--- config.mk ---
export PLATFORM = sky130hd
export DESIGN_NAME = usb_tx_encoder_flat
export DESIGN_NICKNAME = d
export VERILOG_FILES = /design/src/rtl/usb_tx_encoder_if.sv /design/src/rtl/usb_tx_encoder.sv /design/src/flat_wrapper.sv
export SDC_FILE = /design/constraint.sdc
export NUM_CORES = 1
export LEC_CHECK = 0
export ABC_AREA = 1
export BUFFER_PORTS_ARGS = -buffer_cell sky130_fd_sc_hd__buf_2
export CELL_PAD_IN_SITES_DETAIL_PLACEMENT = 1
export CELL_PAD_IN_SITES_GLOBAL_PLACEMENT = 1
export CORE_AREA = 2 2 68 70
export DETAILED_ROUTE_END_ITERATION = 7
export DIE_AREA = 0 0 70 72
export MAX_ROUTING_LAYER = met4
export PLACE_DENSITY = 0.83
export SETUP_SLACK_MARGIN = 0.15
export SLEW_MARGIN = 20
export SYNTH_ARGS = -nofsm -noshare
export SYNTH_HDL_FRONTEND = slang
export SYNTH_SLANG_ARGS = --single-unit
--- constraint.sdc ---
create_clock -name clk -period 2.1 [get_ports clk]
set_clock_uncertainty 0.2 [all_clocks]
set_input_delay 0 -clock clk [delete_from_list [all_inputs] [get_ports clk]]
set_output_delay 0 -clock clk [all_outputs]
set_load 0.02 [all_outputs]
--- src/rtl/usb_tx_encoder_if.sv ---
// Transmit-side bus of the USB low-level encoder: byte handshake plus line drive.
interface usb_tx_encoder_if #(
    parameter int BYTE_W = 8
);
    logic              tx_start;
    logic [BYTE_W-1:0] tx_data;
    logic              tx_valid;
    logic              tx_ready;
    logic              dplus_out;
    logic              dminus_out;
    logic              tx_active;

    modport master (
        output tx_start, tx_data, tx_valid,
        input  tx_ready, dplus_out, dminus_out, tx_active
    );

    modport slave (
        input  tx_start, tx_data, tx_valid,
        output tx_ready, dplus_out, dminus_out, tx_active
    );
endinterface

--- src/rtl/usb_tx_encoder.sv ---
// USB transmit encoder: SYNC, NRZI data with bit stuffing, EOP, on an 8/8/9-clock bit cadence.
module usb_tx_encoder #(
    parameter int CNT_BITS = 5,
    parameter int BYTE_W   = 8
) (
    input  logic               clk,
    input  logic               rst,
    usb_tx_encoder_if.slave    bus
);
    localparam int BC_W = (BYTE_W > 2) ? $clog2(BYTE_W) : 1;
    localparam logic [BC_W-1:0]     LAST_BIT  = BC_W'(BYTE_W - 1);
    localparam logic [BYTE_W-1:0]   SYNC_PAT  = {1'b1, {(BYTE_W-1){1'b0}}};
    localparam logic [CNT_BITS-1:0] LEN8_LAST = CNT_BITS'(7);
    localparam logic [CNT_BITS-1:0] LEN9_LAST = CNT_BITS'(8);

    typedef enum logic [2:0] {IDLE, SYNC, DATA, STUFF, EOP_SE0, EOP_J} state_t;

    state_t              state;
    logic [CNT_BITS-1:0] cnt;
    logic [1:0]          phase;
    logic [2:0]          ones;
    logic [BC_W-1:0]     bit_cnt;
    logic [BYTE_W-1:0]   shreg;

    logic [CNT_BITS-1:0] last_cnt;
    logic                period_last, period_prelast;
    logic                in_bit, stuff_due, byte_done;
    logic                start, load, next_in_byte, emit;
    logic [BYTE_W-1:0]   src;

    // Bit-period boundaries and the source of the next NRZI bit
    always_comb begin
        last_cnt       = (phase == 2'd2) ? LEN9_LAST : LEN8_LAST;
        period_last    = (cnt == last_cnt);
        period_prelast = (cnt == last_cnt - CNT_BITS'(1));
        in_bit         = (state == SYNC) || (state == DATA);
        stuff_due      = (ones == 3'd6);
        // Byte boundary is the 8th bit itself, or the stuff bit that trails it
        byte_done      = (bit_cnt == LAST_BIT) && ((state == STUFF) || (in_bit && !stuff_due));
        start          = (state == IDLE) && bus.tx_start;
        load           = period_last && byte_done && bus.tx_valid;
        next_in_byte   = period_last && (bit_cnt != LAST_BIT) &&
                         ((state == STUFF) || (in_bit && !stuff_due));
        emit           = start || load || next_in_byte;
        src            = start ? SYNC_PAT : (load ? bus.tx_data : shreg);
    end

    // Packet FSM, bit timing, NRZI line drive and byte handshake
    always_ff @(posedge clk or posedge rst) begin
        if (rst) begin
            state          <= IDLE;
            bus.dplus_out  <= 1'b1;
            bus.dminus_out <= 1'b0;
            bus.tx_ready   <= 1'b0;
            bus.tx_active  <= 1'b0;
            cnt            <= '0;
            phase          <= '0;
            ones           <= '0;
            bit_cnt        <= '0;
            shreg          <= '0;
        end else begin
            // Registered pulse lands on the last clock of the byte-closing period
            bus.tx_ready <= period_prelast && byte_done;

            if (state == IDLE) begin
                cnt   <= '0;
                phase <= '0;
            end else if (period_last) begin
                cnt   <= '0;
                phase <= (phase == 2'd2) ? 2'd0 : phase + 2'd1;
            end else begin
                cnt <= cnt + CNT_BITS'(1);
            end

            if (emit) begin
                shreg <= src >> 1;
                if (src[0]) begin
                    ones <= ones + 3'd1;
                end else begin
                    ones           <= '0;
                    bus.dplus_out  <= bus.dminus_out;
                    bus.dminus_out <= bus.dplus_out;
                end
                bit_cnt <= (start || load) ? '0 : bit_cnt + BC_W'(1);
            end

            case (state)
                IDLE: begin
                    if (start) begin
                        state         <= SYNC;
                        bus.tx_active <= 1'b1;
                    end
                end
                SYNC, DATA: begin
                    if (period_last) begin
                        if (stuff_due) begin
                            state          <= STUFF;
                            ones           <= '0;
                            bus.dplus_out  <= bus.dminus_out;
                            bus.dminus_out <= bus.dplus_out;
                        end else if (bit_cnt == LAST_BIT && !bus.tx_valid) begin
                            state          <= EOP_SE0;
                            bit_cnt        <= '0;
                            bus.dplus_out  <= 1'b0;
                            bus.dminus_out <= 1'b0;
                        end else begin
                            state <= DATA;
                        end
                    end
                end
                STUFF: begin
                    if (period_last) begin
                        if (bit_cnt == LAST_BIT && !bus.tx_valid) begin
                            state          <= EOP_SE0;
                            bit_cnt        <= '0;
                            bus.dplus_out  <= 1'b0;
                            bus.dminus_out <= 1'b0;
                        end else begin
                            state <= DATA;
                        end
                    end
                end
                EOP_SE0: begin
                    if (period_last) begin
                        if (bit_cnt == BC_W'(1)) begin
                            state          <= EOP_J;
                            bus.dplus_out  <= 1'b1;
                            bus.dminus_out <= 1'b0;
                        end else begin
                            bit_cnt <= bit_cnt + BC_W'(1);
                        end
                    end
                end
                EOP_J: begin
                    if (period_last) begin
                        state         <= IDLE;
                        bus.tx_active <= 1'b0;
                        ones          <= '0;
                        bit_cnt       <= '0;
                        shreg         <= '0;
                    end
                end
                default: state <= IDLE;
            endcase
        end
    end
endmodule

--- src/flat_wrapper.sv ---
// flat-port wrapper written by rule: the top's interface ports become plain ports
module usb_tx_encoder_flat 
#(
    parameter int CNT_BITS = 5,
    parameter int BYTE_W   = 8
)
  (clk, rst, bus_tx_start, bus_tx_data, bus_tx_valid, bus_tx_ready, bus_dplus_out, bus_dminus_out, bus_tx_active);
  usb_tx_encoder_if #(.BYTE_W(BYTE_W)) bus_i ();
  input  logic clk;
  input  logic rst;
  input wire logic [$bits(bus_i.tx_start)-1:0] bus_tx_start;
  input wire logic [$bits(bus_i.tx_data)-1:0] bus_tx_data;
  input wire logic [$bits(bus_i.tx_valid)-1:0] bus_tx_valid;
  output wire logic [$bits(bus_i.tx_ready)-1:0] bus_tx_ready;
  output wire logic [$bits(bus_i.dplus_out)-1:0] bus_dplus_out;
  output wire logic [$bits(bus_i.dminus_out)-1:0] bus_dminus_out;
  output wire logic [$bits(bus_i.tx_active)-1:0] bus_tx_active;
  assign bus_i.tx_start = bus_tx_start;
  assign bus_i.tx_data = bus_tx_data;
  assign bus_i.tx_valid = bus_tx_valid;
  assign bus_tx_ready = bus_i.tx_ready;
  assign bus_dplus_out = bus_i.dplus_out;
  assign bus_dminus_out = bus_i.dminus_out;
  assign bus_tx_active = bus_i.tx_active;
  usb_tx_encoder #(.CNT_BITS(CNT_BITS), .BYTE_W(BYTE_W)) u_core (.clk(clk), .rst(rst), .bus(bus_i));
endmodule
==> results.txt, run 1 <==
----------------------------------------------------
[Run status]
  Result of the run ... finished, violations left
  Failing checks ... setup timing

[Placement]
  Detailed-placement wirelength estimate ... 3.67 mm
  Placed Cells ... 325
  Cell area after placement ... 2100 um2
  Count of buffers from port buffering ... 15
  Routability-driven placement congestion ratio ... 0.869

[Detailed routing]
  Routed WL ... 8.40 mm
  Drt first-iter violations ... 145
  Router iterations before antenna repair ... 4
  Residual antenna-violating net count after detailed routing ... 0
  Average wire per cell in the routed design ... 22.5 um
  DR vias ... 2093
  Mean number of vias per cell ... 5.61
  Number of DRC violations after detailed routing ... 0

[Final layout]
  Final-layout fill cell count ... 512
  Share of cells above drive strength 1 ... 43.9%
  Post-layout instance area ... 2770 um2
  Post-layout util ... 64.9%
  ANT cells ... 0
  Area growth from synthesis to layout ... 49.6%
  Total number of nets in the final design ... 340
  Post-route insts no fill ... 373

[Timing]
  Top achievable clock speed ... 462 MHz
  Relative max-transition margin ... 74.2%
  Final hold violations ... 0
  Setup Viol. Count Final ... 11
  Setup repair after global routing missed its margin ... true
  Final worst-path cycle share ... 103%
  Final Worst Setup Slack ... -0.0653 ns
  Actual transition at the worst max-transition pin ... 0.386 ns
  Final slew viol count ... 0
  Final critical path time including I/O delays and setup ... 2.17 ns
  Accumulated negative setup slack ... -0.259 ns

[Floorplan]
  Count of standard-cell rows ... 24
  Number of top-level pins ... 16
  Die Outline Area ... 5040 um2
  Starting Density ... 43.4%
  Std-Cell Core Area ... 4260 um2
  Die H ... 72 um
  Die width ... 70 um

[Worst setup path]
  Register-to-Register Path Depth ... 13
  Arrival @ worst endpoint ... 2.15 ns
  Critical Path RT ... 2.09 ns
  CP Capture Type ... flip-flop
  Master of the slowest instance on the critical path ... dfrtp_1
  Endpoint of the lowest-slack register-to-register path ... u_core.ones[1]$_DFF_PP0_
  Setup Crit Path Kind ... reg2reg
  Most frequent cell on the critical path ... nand2_4
  Worst reg2reg setup slack ... -0.07 ns
  Start of the worst register-to-register path ... u_core.ones[0]$_DFF_PP0_
  Peak per-stage delay on the critical path ... 0.43 ns
  Launching element type of the critical path ... flip-flop
  Cells traversed along the worst timing path ... inv_2, ha_4, nand2_4, nand3_4, nand2_4, nand2_4, nor2_8, nand2_4, nand3_4, buf_6, buf_6, o21ai_4, nor2_2
  Critical path fanouts, max ... 6

[Worst hold path]
  Type of the worst min-delay path ... in2reg
  Cell depth of the worst hold path ... 5
  Worst min-delay path startpoint ... bus_tx_start
  Endpoint, Worst Hold ... u_core.state[1]$_DFFE_PP0P_

[GRT]
  First-pass GRT wire length ... 10.4 mm
  Global route total overflow ... 0
  Maximum number of pins on one net before global-route repair ... 29
  Global-route usage over all layers ... 26.9%
  Number of antenna violations at the first check in global routing ... 0
  Number of global-route vias before repair ... 2170

[Synth]
  Syn_nets ... 261
  Warnings, synthesis ... 0
  Number of flip-flops and latches in the synthesized netlist ... 28
  Post-synthesis sequential area ratio ... 38.0%
  Netlist area before placement ... 1850 um2
  Mapped Avg Cell Area ... 7.61 um2
  Distinct cell type count after synthesis ... 27
  Post-synthesis instance total ... 243

[Clock tree]
  Number of H-tree branching levels ... 1
  Buffer levels on the longest clock path ... 2
  Total CTS buffers ... 3
  Clock Latency Late Sink ... 0.29 ns
  Clock Tree Root ... clkbuf_8
  Clock Sink Count ... 28
  Clock tree from TritonCTS ... built
  Register clock-pin slew on the reported worst setup and hold paths ... 0.10 ns

[Power and ir drop]
  Power Dens Cells ... 1150 nW/um2
  Worst voltage drop across the vdd grid ... 732 uV
  Leakage power total ... 1.43 nW
  Design Power ... 3.18 mW

[Flow run]
  MaxCap Viol Count ... 0

----------------------------------------------------
==> cells in the final DEF, fill, tap and decap left out, types with 5 or more instances in the layout <==
cell type / netlist / layout
o21ai_1: 0 / 7
dlygate4sd3_1: 0 / 8
nand2_2: 3 / 14
a21oi_2: 1 / 10
buf_4: 1 / 43
dfrtp_1: 27 / 26
nor2_2: 3 / 6
inv_2: 5 / 6
nand2_4: 5 / 9
nand4_1: 5 / 5
nand2_1: 67 / 52
inv_1: 32 / 31
nand3_1: 22 / 21
buf_2: 0 / 15
buf_6: 1 / 9
o21ai_0: 16 / 8
nor2_1: 13 / 8
==> routing by layer <==
| layer | track usage [%] | routed length, um |
|---|---|---|
| met1 | 31.0 | 3560 |
| met2 | 47.3 | 4280 |
| met4 | 10.5 | 273 |
| met5 | - | 0 |
| met3 | 4.31 | 282 |
==> kinds of logic after synthesis <==
kind of cell    Yosys count  share of synthesized area [%]
compound gates           32                           9.00
xor+xnor                  5                           2.37
fa+ha+maj                 6                           4.06
buf+inv                  40                           8.86
flops                    28                           38.0
simple gates            132                           37.8
==> metrics by stage <==
stage	worst slack [ns]	hold WS, ns
after CTS	0.124	0.0250
after global routing	-0.132	0.0774
final	-0.0653	0.0290
after detailed placement	-0.0206	-0.108
after global placement	0.0885	-0.111
after floorplan	0.159	-0.135
==> state kept, by name, summed over array words and instances (netlist names) <==
name,count
u_core.shreg,8
u_core.cnt,5
u_core.bit_cnt,3
u_core.ones,3
u_core.state,3
u_core.phase,2
u_core.bus.dminus_out,1
u_core.bus.dplus_out,1
u_core.bus.tx_active,1
u_core.bus.tx_ready,1
==> final cells by class <==
type                            count  area, um2  area share, %
Timing Repair Buffer               76        599           21.7
Tap cell                           52       65.1           2.35
Inverter                           38        150           5.43
Clock buffer                        4       55.1           1.99
Multi-Input combinational cell    175       1190           43.1
Sequential cell                    28        703           25.4
==> critical path, delay by kind of cell, from the launching register on <==
family / cells / cell delay [ns]
simple gates: 8 / 0.75
flops: 1 / 0.43
buf+inv: 3 / 0.38
fa+ha+maj: 1 / 0.16
compound gates: 1 / 0.14
==> repair_timing <==
| item | in CTS | in global routing |
|---|---|---|
| hold buffers | 8 | 0 |
| gates cloned | 0 | 0 |
| setup buffers | 18 | 18 |
| endpoints found under the hold margin | 35 | 0 |
| setup endpoints to repair | 18 | 21 |
| pin swaps | 8 | 15 |
| gates resized for setup | 20 | 50 |
==> synth_stat cells (all sizes together) <==
cell type / count / area, um2
a21oi: 14 / 73.8
buf: 2 / 18.8
dfrtp: 27 / 676
dfstp: 1 / 26.3
ha: 6 / 75.1
inv: 38 / 145
nand2: 75 / 327
nand3: 27 / 168
nand3b: 1 / 7.51
nand4: 5 / 31.3
nor2: 21 / 150
nor3: 3 / 15.0
o21ai: 16 / 80.1
o22ai: 2 / 12.5
xnor2: 1 / 8.76
xor2: 4 / 35.0
==> report_power, final <==
| part | leakage (nW) | switching [mW] | internal [mW] | total (mW) |
|---|---|---|---|---|
| sequential | 0.364 | 0.160 | 0.695 | 0.855 |
| combinational | 1.04 | 1.18 | 0.791 | 1.97 |
| clock | 0.0288 | 0.187 | 0.169 | 0.356 |
| total | 1.43 | 1.52 | 1.65 | 3.18 |
==> how the worst max path moves through the flow <==
stage          cells past startpoint                         endpoint                startpoint  slack, ns
3_3_place_gp                      13        u_core.shreg[0]$_DFF_PP0_  u_core.ones[0]$_DFF_PP0_       0.09
5_1_grt                           13        u_core.shreg[4]$_DFF_PP0_  u_core.ones[0]$_DFF_PP0_      -0.13
2_1_floorplan                     15  u_core.bus.dminus_out$_DFF_PP0_  u_core.ones[0]$_DFF_PP0_       0.16
4_1_cts                           13        u_core.shreg[0]$_DFF_PP0_  u_core.ones[0]$_DFF_PP0_       0.12
3_5_place_dp                      13        u_core.shreg[0]$_DFF_PP0_  u_core.ones[0]$_DFF_PP0_      -0.02
6_report                          13         u_core.ones[1]$_DFF_PP0_  u_core.ones[0]$_DFF_PP0_      -0.07
Note: power is estimated with default switching activity, not from simulation.
==> inputs of run 2 (changes only) <==
==> constraint.sdc (replaced) <==
create_clock -name clk -period 2.1 [get_ports clk]
set_clock_uncertainty 0.2 [all_clocks]
set_input_delay 0.21 -clock clk [delete_from_list [all_inputs] [get_ports clk]]
set_output_delay 0.21 -clock clk [all_outputs]
set_load 0.02 [all_outputs]
==> results.txt, run 2 (synthesis gave the netlist of run 1 again) <==
----------------------------------------------------
[Detailed routing]
  Router iterations before antenna repair ... 6
  Mean number of vias per cell ... 5.73
  Routed WL ... 7.91 mm
  Drt first-iter violations ... 100
  Number of DRC violations after detailed routing ... 0
  Average wire per cell in the routed design ... 21.6 um
  Residual antenna-violating net count after detailed routing ... 0
  DR vias ... 2099

[Worst setup path]
  Endpoint of the lowest-slack register-to-register path ... u_core.shreg[1]$_DFF_PP0_
  Critical Path RT ... 2.12 ns
  Start of the worst register-to-register path ... u_core.ones[0]$_DFF_PP0_
  Launching element type of the critical path ... flip-flop
  CP Capture Type ... flip-flop
  Register-to-Register Path Depth ... 13
  Worst reg2reg setup slack ... -0.04 ns
  Setup Crit Path Kind ... reg2reg
  Critical path fanouts, max ... 7
  Arrival @ worst endpoint ... 2.16 ns

[Timing]
  Final critical path time including I/O delays and setup ... 2.14 ns
  Relative max-transition margin ... 74.6%
  Final hold violations ... 0
  Final worst-path cycle share ... 102%
  Actual transition at the worst max-transition pin ... 0.381 ns
  Top achievable clock speed ... 467 MHz
  Setup repair after global routing missed its margin ... true
  Setup Viol. Count Final ... 2
  Final Worst Setup Slack ... -0.0431 ns
  Final slew viol count ... 0

[Final layout]
  Largest regs ... u_core.shreg x8, u_core.cnt x5
  ANT cells ... 0
  Share of cells above drive strength 1 ... 43.9%
  Area growth from synthesis to layout ... 45.5%
  Register with the most flip-flops ... u_core.shreg
  Post-layout instance area ... 2690 um2
  Number of flip-flops in the largest register ... 8
  Commonest non-fill, non-tap cells in the layout ... nand2_1 (56), buf_4 (44), inv_1 (31), dfrtp_1 (26), nand3_1 (16)
  Most frequent standard cell in the layout excluding fill and tap cells ... nand2_1
  Post-route insts no fill ... 366
  Total number of nets in the final design ... 333

[Flow run]
  MaxCap Viol Count ... 0

[Clock tree]
  Register clock-pin slew on the reported worst setup and hold paths ... 0.11 ns
  Number of H-tree branching levels ... 1
  Clock Latency Late Sink ... 0.29 ns
  Buffer levels on the longest clock path ... 2
  Total CTS buffers ... 3
  Clock Tree Root ... clkbuf_8
  Clock tree from TritonCTS ... built
  Clock Sink Count ... 28

[Worst hold path]
  Cell depth of the worst hold path ... 3
  Endpoint, Worst Hold ... u_core.shreg[6]$_DFF_PP0_
  Worst min-delay path startpoint ... bus_tx_data[7]
  Type of the worst min-delay path ... in2reg

[Placement]
  Setup Slack @ Placement ... -0.0206 ns
  Cell area after placement ... 2100 um2
  Routability-driven placement congestion ratio ... 0.869
  Count of buffers from port buffering ... 15
  Detailed-placement wirelength estimate ... 3.67 mm
  Placed Cells ... 325

[GRT]
  First-pass GRT wire length ... 9.94 mm
  Number of global-route vias before repair ... 2064
  Number of antenna violations at the first check in global routing ... 0
  Global-route usage over all layers ... 25.7%
  Maximum number of pins on one net before global-route repair ... 29
  Global route total overflow ... 0

[Floorplan]
  Die Outline Area ... 5040 um2
  Starting Density ... 43.4%
  Number of top-level pins ... 16
  Die H ... 72 um
  Count of standard-cell rows ... 24
  Std-Cell Core Area ... 4260 um2
  Die width ... 70 um

[Power and ir drop]
  Leakage power total ... 1.40 nW
  Power Dens Cells ... 1160 nW/um2
  Design Power ... 3.11 mW
  Worst voltage drop across the vdd grid ... 616 uV

[Run status]
  Result of the run ... finished, violations left
  Failing checks ... setup timing

----------------------------------------------------
==> run 2: changes by cell type in the layout (fill, tap and decap cells not counted), moves of 2 or more <==
cell           delta
a21oi_2           -2
dlygate4sd3_1     -7
o21ai_0           +2
o21ai_1           -2
nand2_1           +4
nand3_2           +5
a21oi_1           +2
nand2_2           -4
nand3_1           -5
==> run 2: area by class of cell <==
type                    count  area [um2]
well taps                  52        65.1
clock buffers               4        55.1
inverters                  38         150
fillers                   524        1570
repair buffers             69         526
flip-flops and latches     28         703
multi-input cells         175        1190
==> run 2: critical path, cell delays in order (launching register included) <==
cell     delay [ns]
dfrtp_1        0.42
inv_2          0.08
ha_4           0.17
nand2_4        0.07
nand3_4        0.07
nand2_4        0.08
nand2_4        0.07
nor2_8         0.15
nand2_4        0.09
nand3_4        0.15
inv_8          0.06
nor2_8         0.17
nand2_1        0.12
a21oi_2        0.15
==> run 2: repair_timing <==
item                                    in CTS  in global routing
endpoints found under the setup margin      18                 21
buffers inserted                            18                 18
endpoints found under the hold margin       27                  0
resized for setup                           20                 44
pin swaps                                    8                 22
hold buffers                                 1                  0
==> run 2: metrics by stage <==
stage	setup TNS [ns]	hold slack, ns	utilization, %
after floorplan	0	0.0747	-
after global placement	0	0.0987	49.3
after detailed placement	-0.0206	0.102	49.3
after CTS	0	0.0706	55.6
after global routing	-0.522	0.0684	63.1
final	-0.0690	0.0474	63.1
==> run 2: power by group <==
| group | switching [mW] | internal [mW] |
|---|---|---|
| registers | 0.163 | 0.695 |
| clock network | 0.182 | 0.169 |
| logic | 1.13 | 0.774 |
| total | 1.47 | 1.64 |
==> run 2: worst max-delay path by stage <==
stage                                   from                              end  cells after the start
detailed placement  u_core.ones[0]$_DFF_PP0_        u_core.shreg[0]$_DFF_PP0_                     13
global route        u_core.ones[0]$_DFF_PP0_        u_core.shreg[1]$_DFF_PP0_                     13
CTS                 u_core.ones[0]$_DFF_PP0_        u_core.shreg[0]$_DFF_PP0_                     13
finish              u_core.ones[0]$_DFF_PP0_        u_core.shreg[1]$_DFF_PP0_                     13
floorplan           u_core.ones[0]$_DFF_PP0_  u_core.bus.dminus_out$_DFF_PP0_                     15
global placement    u_core.ones[0]$_DFF_PP0_        u_core.shreg[0]$_DFF_PP0_                     13
==> run 2: layer usage <==
metal | global-route usage, % | vias to the layer above | wire [um]
met5 | - | - | 0
met4 | 9.62 | 0 | 249
met3 | 3.19 | 24 | 365
met2 | 42.8 | 86 | 4060
met1 | 32.3 | 1067 | 3230
li1 | - | 922 | -
==> inputs of run 3 (changes only) <==
- CAP_MARGIN: default -> 5
- MAX_ROUTING_LAYER: met4 -> default
==> results.txt, run 3 (synthesis gave the netlist of run 1 again) <==
----------------------------------------------------
[GRT]
  Number of global-route vias before repair ... 2067
  Maximum number of pins on one net before global-route repair ... 29
  Number of antenna violations at the first check in global routing ... 0
  Global route total overflow ... 0
  First-pass GRT wire length ... 9.94 mm
  Global-route usage over all layers ... 24.9%

[Clock tree]
  Clock Sink Count ... 28
  Register clock-pin slew on the reported worst setup and hold paths ... 0.11 ns
  Number of H-tree branching levels ... 1
  Clock Latency Late Sink ... 0.30 ns
  Clock Tree Root ... clkbuf_8
  Total CTS buffers ... 3
  Buffer levels on the longest clock path ... 2
  Clock tree from TritonCTS ... built

[Detailed routing]
  Drt first-iter violations ... 196
  Routed WL ... 8.66 mm
  Average wire per cell in the routed design ... 23.4 um
  Residual antenna-violating net count after detailed routing ... 0
  Router iterations before antenna repair ... 5
  DR vias ... 2166
  Number of DRC violations after detailed routing ... 0
  Mean number of vias per cell ... 5.85

[Timing]
  Final hold violations ... 0
  Final Worst Setup Slack ... -0.128 ns
  Final slew viol count ... 0
  Top achievable clock speed ... 449 MHz
  Final worst-path cycle share ... 106%
  Setup repair after global routing missed its margin ... true
  Actual transition at the worst max-transition pin ... 0.390 ns
  Relative max-transition margin ... 74.0%
  Setup Viol. Count Final ... 14
  Final critical path time including I/O delays and setup ... 2.23 ns

[Worst hold path]
  Type of the worst min-delay path ... in2reg

[Floorplan]
  Starting Density ... 43.4%
  Die width ... 70 um
  Die H ... 72 um
  Number of top-level pins ... 16
  Die Outline Area ... 5040 um2
  Count of standard-cell rows ... 24
  Std-Cell Core Area ... 4260 um2

[Flow run]
  MaxCap Viol Count ... 0

[Worst setup path]
  Critical path fanouts, max ... 6
  Most frequent cell on the critical path ... nand2_2
  Arrival @ worst endpoint ... 2.22 ns
  Peak per-stage delay on the critical path ... 0.42 ns
  Launching element type of the critical path ... flip-flop
  Master of the slowest instance on the critical path ... dfrtp_1
  Top cell family by delay on the critical path ... simple AND/OR/NAND/NOR gates
  Cells traversed along the worst timing path ... inv_2, nand3b_1, nand2_1, nand2_2, nor2_8, buf_6, nand2_2, nand2_2, nand4_1, nand3_1, nand2_1
  CP Capture Type ... flip-flop
  Buf/Inv on CP ... 2
  Critical Path RT ... 2.09 ns
  Setup Crit Path Kind ... reg2reg

[Final layout]
  Share of cells above drive strength 1 ... 44.7%
  Most frequent standard cell in the layout excluding fill and tap cells ... nand2_1
  Number of flip-flops in the largest register ... 8
  Commonest non-fill, non-tap cells in the layout ... nand2_1 (55), buf_4 (49), inv_1 (31), dfrtp_1 (26), nand3_1 (17)
  Area growth from synthesis to layout ... 45.8%
  Register with the most flip-flops ... u_core.shreg
  ANT cells ... 0
  Largest regs ... u_core.shreg x8, u_core.cnt x5
  Post-route insts no fill ... 370
  Total number of nets in the final design ... 337
  Post-layout util ... 63.2%

[Power and ir drop]
  Leakage power total ... 1.40 nW
  P_int ... 1.66 mW
  Part of the total power dissipated in the clock network ... 11.5%
  Power Dens Cells ... 1180 nW/um2
  Net Sw Power ... 1.53 mW
  Switching portion of total power ... 48.0%
  Combinational group share of total power ... 61.7%
  Proportion of power drawn by flip-flops and latches ... 26.8%
  Worst voltage drop across the vdd grid ... 676 uV

[Placement]
  Routability-driven placement congestion ratio ... 0.855
  Detailed-placement wirelength estimate ... 3.67 mm
  Count of buffers from port buffering ... 15
  Setup Slack @ Placement ... -0.0206 ns
  Placed Cells ... 325

[Run status]
  Failing checks ... setup timing
  Result of the run ... finished, violations left

----------------------------------------------------
run 3: changes by cell type in the layout (fill, tap and decap cells not counted), sizes merged:
cell	change
buf	+4
run 3: path summary, 6_finish.rpt:
check / cells past startpoint / start / endpoint / slack (ns)
worst max register to register: 11 / u_core.phase[0]$_DFFE_PP0P_ / u_core.bit_cnt[2]$_DFF_PP0_ / -0.13
worst min register to register: 2 / u_core.shreg[1]$_DFF_PP0_ / u_core.shreg[1]$_DFF_PP0_ / 0.36
min in group asynchronous: 4 / rst / u_core.bit_cnt[2]$_DFF_PP0_ / 0.35
worst min-delay path: 3 / bus_tx_data[7] / u_core.shreg[6]$_DFF_PP0_ / 0.06
max in group asynchronous: 4 / rst / u_core.bus.dplus_out$_DFF_PP1_ / 1.03
worst max-delay path: 11 / u_core.phase[0]$_DFFE_PP0P_ / u_core.bit_cnt[2]$_DFF_PP0_ / -0.13
run 3: power groups by stage:
stage,Sequential (mW),Combinational (mW),Clock (mW)
5_1_grt,0.864,2.10,0.391
3_5_place_dp,0.833,1.18,0
4_1_cts,0.811,1.41,0.348
6_report,0.856,1.97,0.368
2_1_floorplan,0.821,0.848,0
3_3_place_gp,0.827,1.14,0
run 3: layout make-up:
type	count	area [um2]
Fill cell	527	1570
Inverter	38	150
Sequential cell	28	703
Timing Repair Buffer	73	552
Clock buffer	4	55.1
Multi-Input combinational cell	175	1170
Tap cell	52	65.1
run 3: timing repair:
item                                    in CTS  in global routing
setup buffers                               18                 22
hold buffers                                 1                  0
pin swaps                                    8                 24
hold endpoints to repair                    27                  0
gates resized for setup                     20                 42
endpoints found under the setup margin      18                 21
run 3: through the flow:
stage / hold WS, ns / cell area (um2) / total power [mW] / setup TNS (ns)
3_3_place_gp: 0.0987 / 2100 / 1.97 / 0
2_1_floorplan: 0.0747 / 1850 / 1.67 / 0
4_1_cts: 0.0706 / 2370 / 2.57 / 0
6_report: 0.0569 / 2700 / 3.19 / -1.01
3_5_place_dp: 0.102 / 2100 / 2.01 / -0.0206
5_1_grt: 0.0777 / 2700 / 3.36 / -1.82
run 3: worst reg2reg max path, stage by stage, from the launching register on:
cell	delay (ns)
dfrtp_1	0.42
inv_2	0.13
nand3b_1	0.16
nand2_1	0.12
nand2_2	0.11
nor2_8	0.22
buf_6	0.16
nand2_2	0.08
nand2_2	0.10
nand4_1	0.20
nand3_1	0.15
nand2_1	0.08
run 3: metal layers:
metal	part of all wire (%)	GRT usage, %	routed length, um	vias to the layer above
met5	0	0	0	-
met4	4.2	9.62	368	0
met3	5.7	3.19	490	35
met2	51	42.9	4420	118
met1	39	32.2	3380	1085
li1	-	-	-	928
